**src/rtl/bus_mux_pipe.sv**
```systemverilog
// ---------------------------------------------------------------------------
// bus_mux_pipe
//
// Registered priority bus multiplexer.  On every enabled rising edge the
// lowest-index requesting source wins the bus.  Its data, its index and a
// valid flag appear on the outputs one cycle later.  The block also flags
// multi-driver conflicts, keeps a sticky copy of that flag, and counts
// transfers in a 16-bit saturating counter.
//
// Ports
//   clk             clock, all state updates on the rising edge
//   clr             asynchronous active-low reset
//   src_data        NSRC packed words, source i at [i*WIDTH +: WIDTH]
//   src_out         per-source drive request
//   bus_en          sample enable; low holds the bus outputs and the counter
//   err_clr         synchronous clear of conflict_sticky
//   cnt_clr         synchronous clear of xfer_count
//   bus_out         registered winning data
//   bus_valid       bus_out holds a transfer from the previous enabled edge
//   bus_src         index of the winning source
//   conflict        two or more requests were seen at the last sample
//   conflict_sticky latched conflict, cleared by err_clr
//   xfer_count      saturating count of valid transfers
// ---------------------------------------------------------------------------
module bus_mux_pipe #(
   parameter int WIDTH      = 32,
   parameter int NSRC       = 24,
   parameter int SELW       = $clog2(NSRC),
   parameter bit HOLD_EMPTY = 1'b0
) (
   input  logic                    clk,
   input  logic                    clr,
   input  logic [NSRC*WIDTH-1:0]   src_data,
   input  logic [NSRC-1:0]         src_out,
   input  logic                    bus_en,
   input  logic                    err_clr,
   input  logic                    cnt_clr,
   output logic [WIDTH-1:0]        bus_out,
   output logic                    bus_valid,
   output logic [SELW-1:0]         bus_src,
   output logic                    conflict,
   output logic                    conflict_sticky,
   output logic [15:0]             xfer_count
);

   localparam logic [NSRC-1:0] ONE = {{(NSRC-1){1'b0}}, 1'b1};

   logic [SELW-1:0]  win_idx;
   logic [WIDTH-1:0] win_data;
   logic             any_req;
   logic             multi_req;
   logic             take;

   // Scan from the top down so the lowest asserted index is the last writer.
   always_comb begin
      win_idx  = '0;
      win_data = '0;
      for (int i = NSRC - 1; i >= 0; i--) begin
         if (src_out[i]) begin
            win_idx  = SELW'(i);
            win_data = src_data[i*WIDTH +: WIDTH];
         end
      end
   end

   assign any_req   = |src_out;
   // Clearing the lowest set bit leaves something only if two or more were set.
   assign multi_req = |(src_out & (src_out - ONE));
   assign take      = bus_en & any_req;

   always_ff @(posedge clk or negedge clr) begin
      if (!clr) begin
         bus_out   <= '0;
         bus_valid <= 1'b0;
         bus_src   <= '0;
         conflict  <= 1'b0;
      end else if (bus_en) begin
         conflict <= multi_req;
         if (any_req) begin
            bus_out   <= win_data;
            bus_valid <= 1'b1;
            bus_src   <= win_idx;
         end else begin
            bus_valid <= 1'b0;
            bus_src   <= '0;
            if (!HOLD_EMPTY) begin
               bus_out <= '0;
            end
         end
      end
   end

   // A new conflict takes priority over err_clr on the same edge.
   always_ff @(posedge clk or negedge clr) begin
      if (!clr) begin
         conflict_sticky <= 1'b0;
      end else if (bus_en && multi_req) begin
         conflict_sticky <= 1'b1;
      end else if (err_clr) begin
         conflict_sticky <= 1'b0;
      end
   end

   // cnt_clr works regardless of bus_en; a same-edge transfer is still counted.
   always_ff @(posedge clk or negedge clr) begin
      if (!clr) begin
         xfer_count <= '0;
      end else if (cnt_clr) begin
         xfer_count <= {15'd0, take};
      end else if (take && (xfer_count != 16'hFFFF)) begin
         xfer_count <= xfer_count + 16'd1;
      end
   end

endmodule

```
**config.mk**
```make
export PLATFORM = sky130hd
export DESIGN_NAME = bus_mux_pipe
export DESIGN_NICKNAME = d
export VERILOG_FILES = /design/src/rtl/bus_mux_pipe.sv
export SDC_FILE = /design/constraint.sdc
export NUM_CORES = 1
export LEC_CHECK = 0
export CAP_MARGIN = 20
export CORE_AREA = 2 2 332 334
export DETAILED_ROUTE_END_ITERATION = 10
export DIE_AREA = 0 0 334 336
export PLACE_DENSITY_LB_ADDON = 0.15
export SKIP_LAST_GASP = 1
export SLEW_MARGIN = 20
export SYNTH_ARGS = -nofsm -noshare
export SYNTH_HDL_FRONTEND = slang
export SYNTH_SLANG_ARGS = --single-unit
```
**constraint.sdc**
```tcl
create_clock -name clk -period 3.06 [get_ports clk]
set_clock_uncertainty 0.05 [all_clocks]
set_input_delay 0.459 -clock clk [delete_from_list [all_inputs] [get_ports clk]]
set_output_delay 0.459 -clock clk [all_outputs]
set_load 0.1 [all_outputs]
```
==> flow_summary.yaml, run 1 <==
run_status:
  status: "completed"
place:
  gp_congestion: 0.9390
  port_buffers: 852
  dp_hpwl_um: 89760
  dp_slack_ps: -430.7
power:
  p_leak_nw: 7.448
  p_seq_share_pct: 17.6
  p_sw_share_pct: 46.30
  power.switching_mw: 2.231
  intPower_mw: 2.588
  peakVddDrop_mv: 0.2266
  p_comb_share_pct: 67.2
  p_total_mw: 4.819
  power_density_mw_per_mm2: 228.1
  pwr-share-clk_pct: 15.3
clock_tree:
  root_buffer: "clkbuf_16"
  postCtsHoldBufs: 0
  cts_tree: "done"
  clock_path_buffers: 2
  htree_levels: 2
  insertion_delay_ps: 360
  cts_setup_buffers: 0
  numCtsBuffers: 5
  clk_pin_slew_ps: 110
  clkSinkCount: 56
  cts.repair.resized: 1
final_layout:
  drive_above_1_share_pct: 10.46
  fin_nets: 3301
  area_growth_pct: 111.2
  final_core_utilization_pct: 19.49
timing:
  period_share_pct: 96.41
  final_max_slew_viol_count: 0
  hold_violations: 0
  max_freq_ghz: 0.3390
  layout_min_cycle_time_ps: 2950
  max_slew_margin_pct: 33.45
  worstMarginPinSlew_ps: 998.3
  setup_slack_ps: 109.9
  rsz0062_at_grt: "false"
  finalSetupViolCount: 0
die:
  core-area_mm2: 0.1084
  dieArea_mm2: 0.1122
  io_pins: 853
  rows: 121
  die_h_um: 336
  fp.dieW_um: 334
  initial_utilization_pct: 9.226
global_routing:
  overflow: 0
  grt_use_total_pct: 18.24
  antenna_found_initial: 36
  grt_max_degree: 69
  grt_pass1_wl_um: 143700
  grt_pass1_vias: 17491
setup_path:
  required_ps: 3240
  cp.arrival_ps: 3130
  crit_path_start_kind: "input pin"
  worst-path-max-fanout: 17
  path_class: "in2reg"
  cp-end-kind: "flip-flop"
synth:
  syn-cell-area_mm2: 0.01000
  synth_top_area_share_pct: 14.04
  synth_common_cells: "nand2_1 (374), nor2_1 (161), o22ai_1 (157), a21oi_1 (114), clkbuf_1 (110)"
  synth_nets: 2469
  synthesis.instances: 1671
  synth_edf_count: 0
  ys_top_cells_by_area: "nand2_1 (14%), dfrtp_1 (14%), o22ai_1 (9.8%)"
  ys_warn_count: 0
  synth_seq_cells: 56
  seq_area_frac_synth_pct: 14.01
  yosysMostFrequentCell: "nand2_1"
  yosysTopAreaCell: "nand2_1"
  ys_types: 55
  syn_avg_cell_area_um2: 5.985
  ys.flop_type: "dfrtp_1"
  async_flop_share_pct: 100.0
worst_hold_path:
  min_path_type: "in2async"
detailed_routing:
  wl_um: 107500
  vias: 17036
  drt_pass1_iterations: 5
  vias_per_cell: 4.336
  first_iter_violations: 1394
  ant_nets: 0
  wire_per_inst_um: 27.37
  drcViolationCount: 0
flow_run:
  max-cap-violations: 0
==> power groups by stage <==
stage | registers, mW | clock network (mW) | logic [mW]
after floorplan | 1.28 | 0 | 0.838
after global placement | 0.858 | 0 | 3.25
after detailed placement | 0.859 | 0 | 3.26
after CTS | 0.845 | 0.790 | 3.27
after global routing | 0.851 | 0.801 | 3.43
final | 0.847 | 0.736 | 3.24
==> worst paths after layout <==
path                               start             end  slack (ps)  cells after the start
max reg2reg                xfer_count[7]  xfer_count[15]         740                      6
max                          src_out[13]     bus_out[31]         110                      8
max in group asynchronous            clr     bus_out[20]        2100                      1
min in group clk               bus_valid       bus_valid         470                      2
min reg2reg                    bus_valid       bus_valid         470                      2
min                                  clr     bus_out[11]         180                      1
==> cell type report <==
class / instances / area (µm²)
Fill cell: 12345 / 87280
Tap cell: 1414 / 1769
Clock inverter: 3 / 25.02
Timing Repair Buffer: 997 / 9792
Antenna cell: 11 / 27.53
Clock buffer: 5 / 125.1
Sequential cell: 56 / 1401
Inverter: 52 / 195.2
Multi-Input combinational cell: 1391 / 7789
==> state kept, by name (all words and copies together) (netlist names) <==
signal           flops
xfer_count          16
conflict             1
bus_src              5
bus_out             32
conflict_sticky      1
bus_valid            1
==> critical path, stage by stage <==
cell and delay (ps):
clkdlybuf4s50_1 650, nand2_2 210, buf_12 180, o22ai_1 100, nor2_1 660, o211ai_1 230, buf_4 200, a2111oi_0 410
==> logic make-up (layout without fill, tap and decap cells) <==
| family | after synthesis | count (layout) | synth area share [%] |
|---|---|---|---|
| compound gates | 593 | 593 | 39.21 |
| xor+xnor | 13 | 13 | 1.139 |
| fa+ha+maj | 1 | 1 | 0.1251 |
| buf+inv | 224 | 1057 | 9.258 |
| flops | 56 | 56 | 14.01 |
| mux | 2 | 2 | 0.2127 |
| other cells | 0 | 11 | 0 |
| simple gates | 782 | 782 | 36.04 |
==> through the flow <==
| stage | hold slack, ps | instances | instance area, µm² | setup TNS (ps) |
|---|---|---|---|---|
| after floorplan | 113.4 | 1671 | 10000 | 0 |
| after global placement | 434.6 | 3910 | 20920 | -2637 |
| after detailed placement | 448.3 | 3910 | 20930 | -2452 |
| after CTS | 208.9 | 3918 | 21090 | 0 |
| after global routing | 227.8 | 3927 | 21120 | 0 |
| final | 176.6 | 3929 | 21120 | 0 |
==> placed cells by master, fill, tap and decap left out, types with 8 or more instances in the layout <==
cell             count
a2111oi_0           22
nor3_1              39
a2111oi_1           10
xnor2_1             13
nor4_1              15
a211oi_2             8
nand3_1             41
buf_4              177
nor2b_1             34
buf_2                9
a221oi_1            32
o21ai_0             72
buf_12              30
clkdlybuf4s50_1    781
a21oi_1            114
a211oi_1            55
diode_2             11
nand4_1             36
inv_1               46
a21boi_0            35
dfrtp_1             56
nand3b_1            33
nand2_1            369
o22ai_1            157
nor2_1             155
nor3b_1             33
o211ai_1            65
==> layer usage <==
| layer | routed length, µm | vias to the layer above | GRT usage, % |
|---|---|---|---|
| met5 | 148 | - | 0 |
| met4 | 1468 | 20 | 3.460 |
| met3 | 7631 | 69 | 4.302 |
| met2 | 51720 | 812 | 31.46 |
| met1 | 46550 | 8313 | 23.12 |
| li1 | - | 7822 | - |
Note: power is estimated with default switching activity, not from simulation.
==> inputs of run 2 (changes only) <==
Settings changed: SLEW_MARGIN 20 to unset.
==> flow_summary.yaml, run 2 (synthesis gave the netlist of run 1 again) <==
power:
  power_density_mw_per_mm2: 227.6
  p_leak_nw: 7.460
  peakVddDrop_mv: 0.2268
setup_path:
  reg2reg_from: "xfer_count[7]"
  worst-path-max-fanout: 17
  required_ps: 3230
  r2r_setup_slack_ps: 750
  path_class: "in2reg"
  reg2regPathDepth: 6
  r2r_end: "xfer_count[15]"
  cp.arrival_ps: 3140
  crit_path_start_kind: "input pin"
  cp-end-kind: "flip-flop"
global_routing:
  grt_use_total_pct: 18.26
  antenna_found_initial: 32
  grt_pass1_vias: 17471
  grt_max_degree: 69
  overflow: 0
  grt_pass1_wl_um: 143600
final_layout:
  layout_common_cells: "clkdlybuf4s50_1 (781), nand2_1 (369), buf_4 (180), o22ai_1 (157), nor2_1 (155)"
  regMostFlops: "bus_out"
  drive_above_1_share_pct: 10.49
  largest_reg_flops: 32
  reg.largest.list: "bus_out: 32 flops, xfer_count: 16 flops, bus_src: 5 flops"
  fin_nets: 3304
  layout_commonest_cell: "clkdlybuf4s50_1"
  final_cell_area_mm2: 0.02113
  area_growth_pct: 111.3
timing:
  max_slew_margin_pct: 36.05
  rsz0062_at_grt: "false"
  tns_ps: 0
  max_freq_ghz: 0.3362
  final_max_slew_viol_count: 0
  layout_min_cycle_time_ps: 2974
  finalSetupViolCount: 0
  period_share_pct: 97.20
  worstMarginPinSlew_ps: 959.2
  hold_violations: 0
  whs_ps: 182.3
clock_tree:
  cts_tree: "done"
  clk_pin_slew_ps: 90
  insertion_delay_ps: 350
  root_buffer: "clkbuf_16"
  clock_path_buffers: 2
  numCtsBuffers: 5
  htree_levels: 2
  clkSinkCount: 56
flow_run:
  max-cap-violations: 0
die:
  fp.dieW_um: 334
  rows: 121
  io_pins: 853
  dieArea_mm2: 0.1122
  die_h_um: 336
  core-area_mm2: 0.1084
  initial_utilization_pct: 9.226
detailed_routing:
  wl_um: 107500
  wire_per_inst_um: 27.33
  drcViolationCount: 0
  vias: 17009
  drt_pass1_iterations: 7
  ant_nets: 0
  vias_per_cell: 4.326
  first_iter_violations: 1229
run_status:
  status: "completed"
worst_hold_path:
  min_path_type: "in2async"
place:
  port_buffers: 852
  dp_hpwl_um: 89680
  placed_area_mm2: 0.02094
  gp_congestion: 0.9390
-- run 2: cell type report --
| class | instances | area, µm² |
|---|---|---|
| clock buffers | 5 | 125.1 |
| multi-input cells | 1391 | 7771 |
| clock inverters | 3 | 25.02 |
| fillers | 12337 | 87270 |
| repair buffers | 1000 | 9814 |
| inverters | 52 | 195.2 |
| diodes | 11 | 27.53 |
| flip-flops and latches | 56 | 1401 |
| well taps | 1414 | 1769 |
-- run 2: where the power goes --
part           leakage [nW]  switching, mW  internal (mW)
Combinational          6.68           1.76           1.48
Clock                0.0709          0.412          0.315
Sequential            0.713         0.0471          0.798
Total                  7.46           2.22           2.59
-- run 2: critical path, stage by stage --
cell and delay, ps:
clkdlybuf4s50_1 680, nand2_2 220, buf_12 190, o22ai_1 130, nor2_1 680, o211ai_1 170, buf_4 190, a2111oi_0 390
-- run 2: metrics by stage --
step / setup WS, ps / cells / total power [mW] / util (%)
after global placement: -679.3 / 3910 / 4.113 / 19.30
after detailed placement: -394.3 / 3913 / 4.120 / 19.32
after global routing: 24.64 / 3930 / 5.077 / 19.49
after CTS: 95.29 / 3921 / 4.901 / 19.46
after floorplan: 400.8 / 1671 / 2.113 / -
final: 85.67 / 3932 / 4.809 / 19.49
-- run 2: how the worst max path moves through the flow --
stage               cells past startpoint     startpoint             end  slack [ps]
global placement                        8    src_out[15]     bus_out[31]        -680
detailed placement                      9    src_out[15]     bus_out[31]        -390
floorplan                               6  xfer_count[8]  xfer_count[15]         400
finish                                  8    src_out[13]     bus_out[14]          90
global route                            8    src_out[15]     bus_out[16]          20
CTS                                     7    src_out[15]      bus_out[7]         100
-- run 2: layer usage --
| metal | share of wire, % | GRT usage, % | wire length (µm) |
|---|---|---|---|
| met1 | 43 | 23.38 | 46510 |
| met2 | 48 | 31.54 | 51720 |
| met3 | 7.0 | 3.795 | 7519 |
| met4 | 1.5 | 3.642 | 1600 |
| met5 | 0.11 | 0 | 120 |
-- run 2: timing repair --
| action | CTS | global route |
|---|---|---|
| resized for setup | 1 | 1 |
| setup buffers | 0 | 0 |
| hold endpoints to repair | 0 | 0 |
| hold buffers | 0 | 0 |
| endpoints found under the setup margin | 1 | 1 |
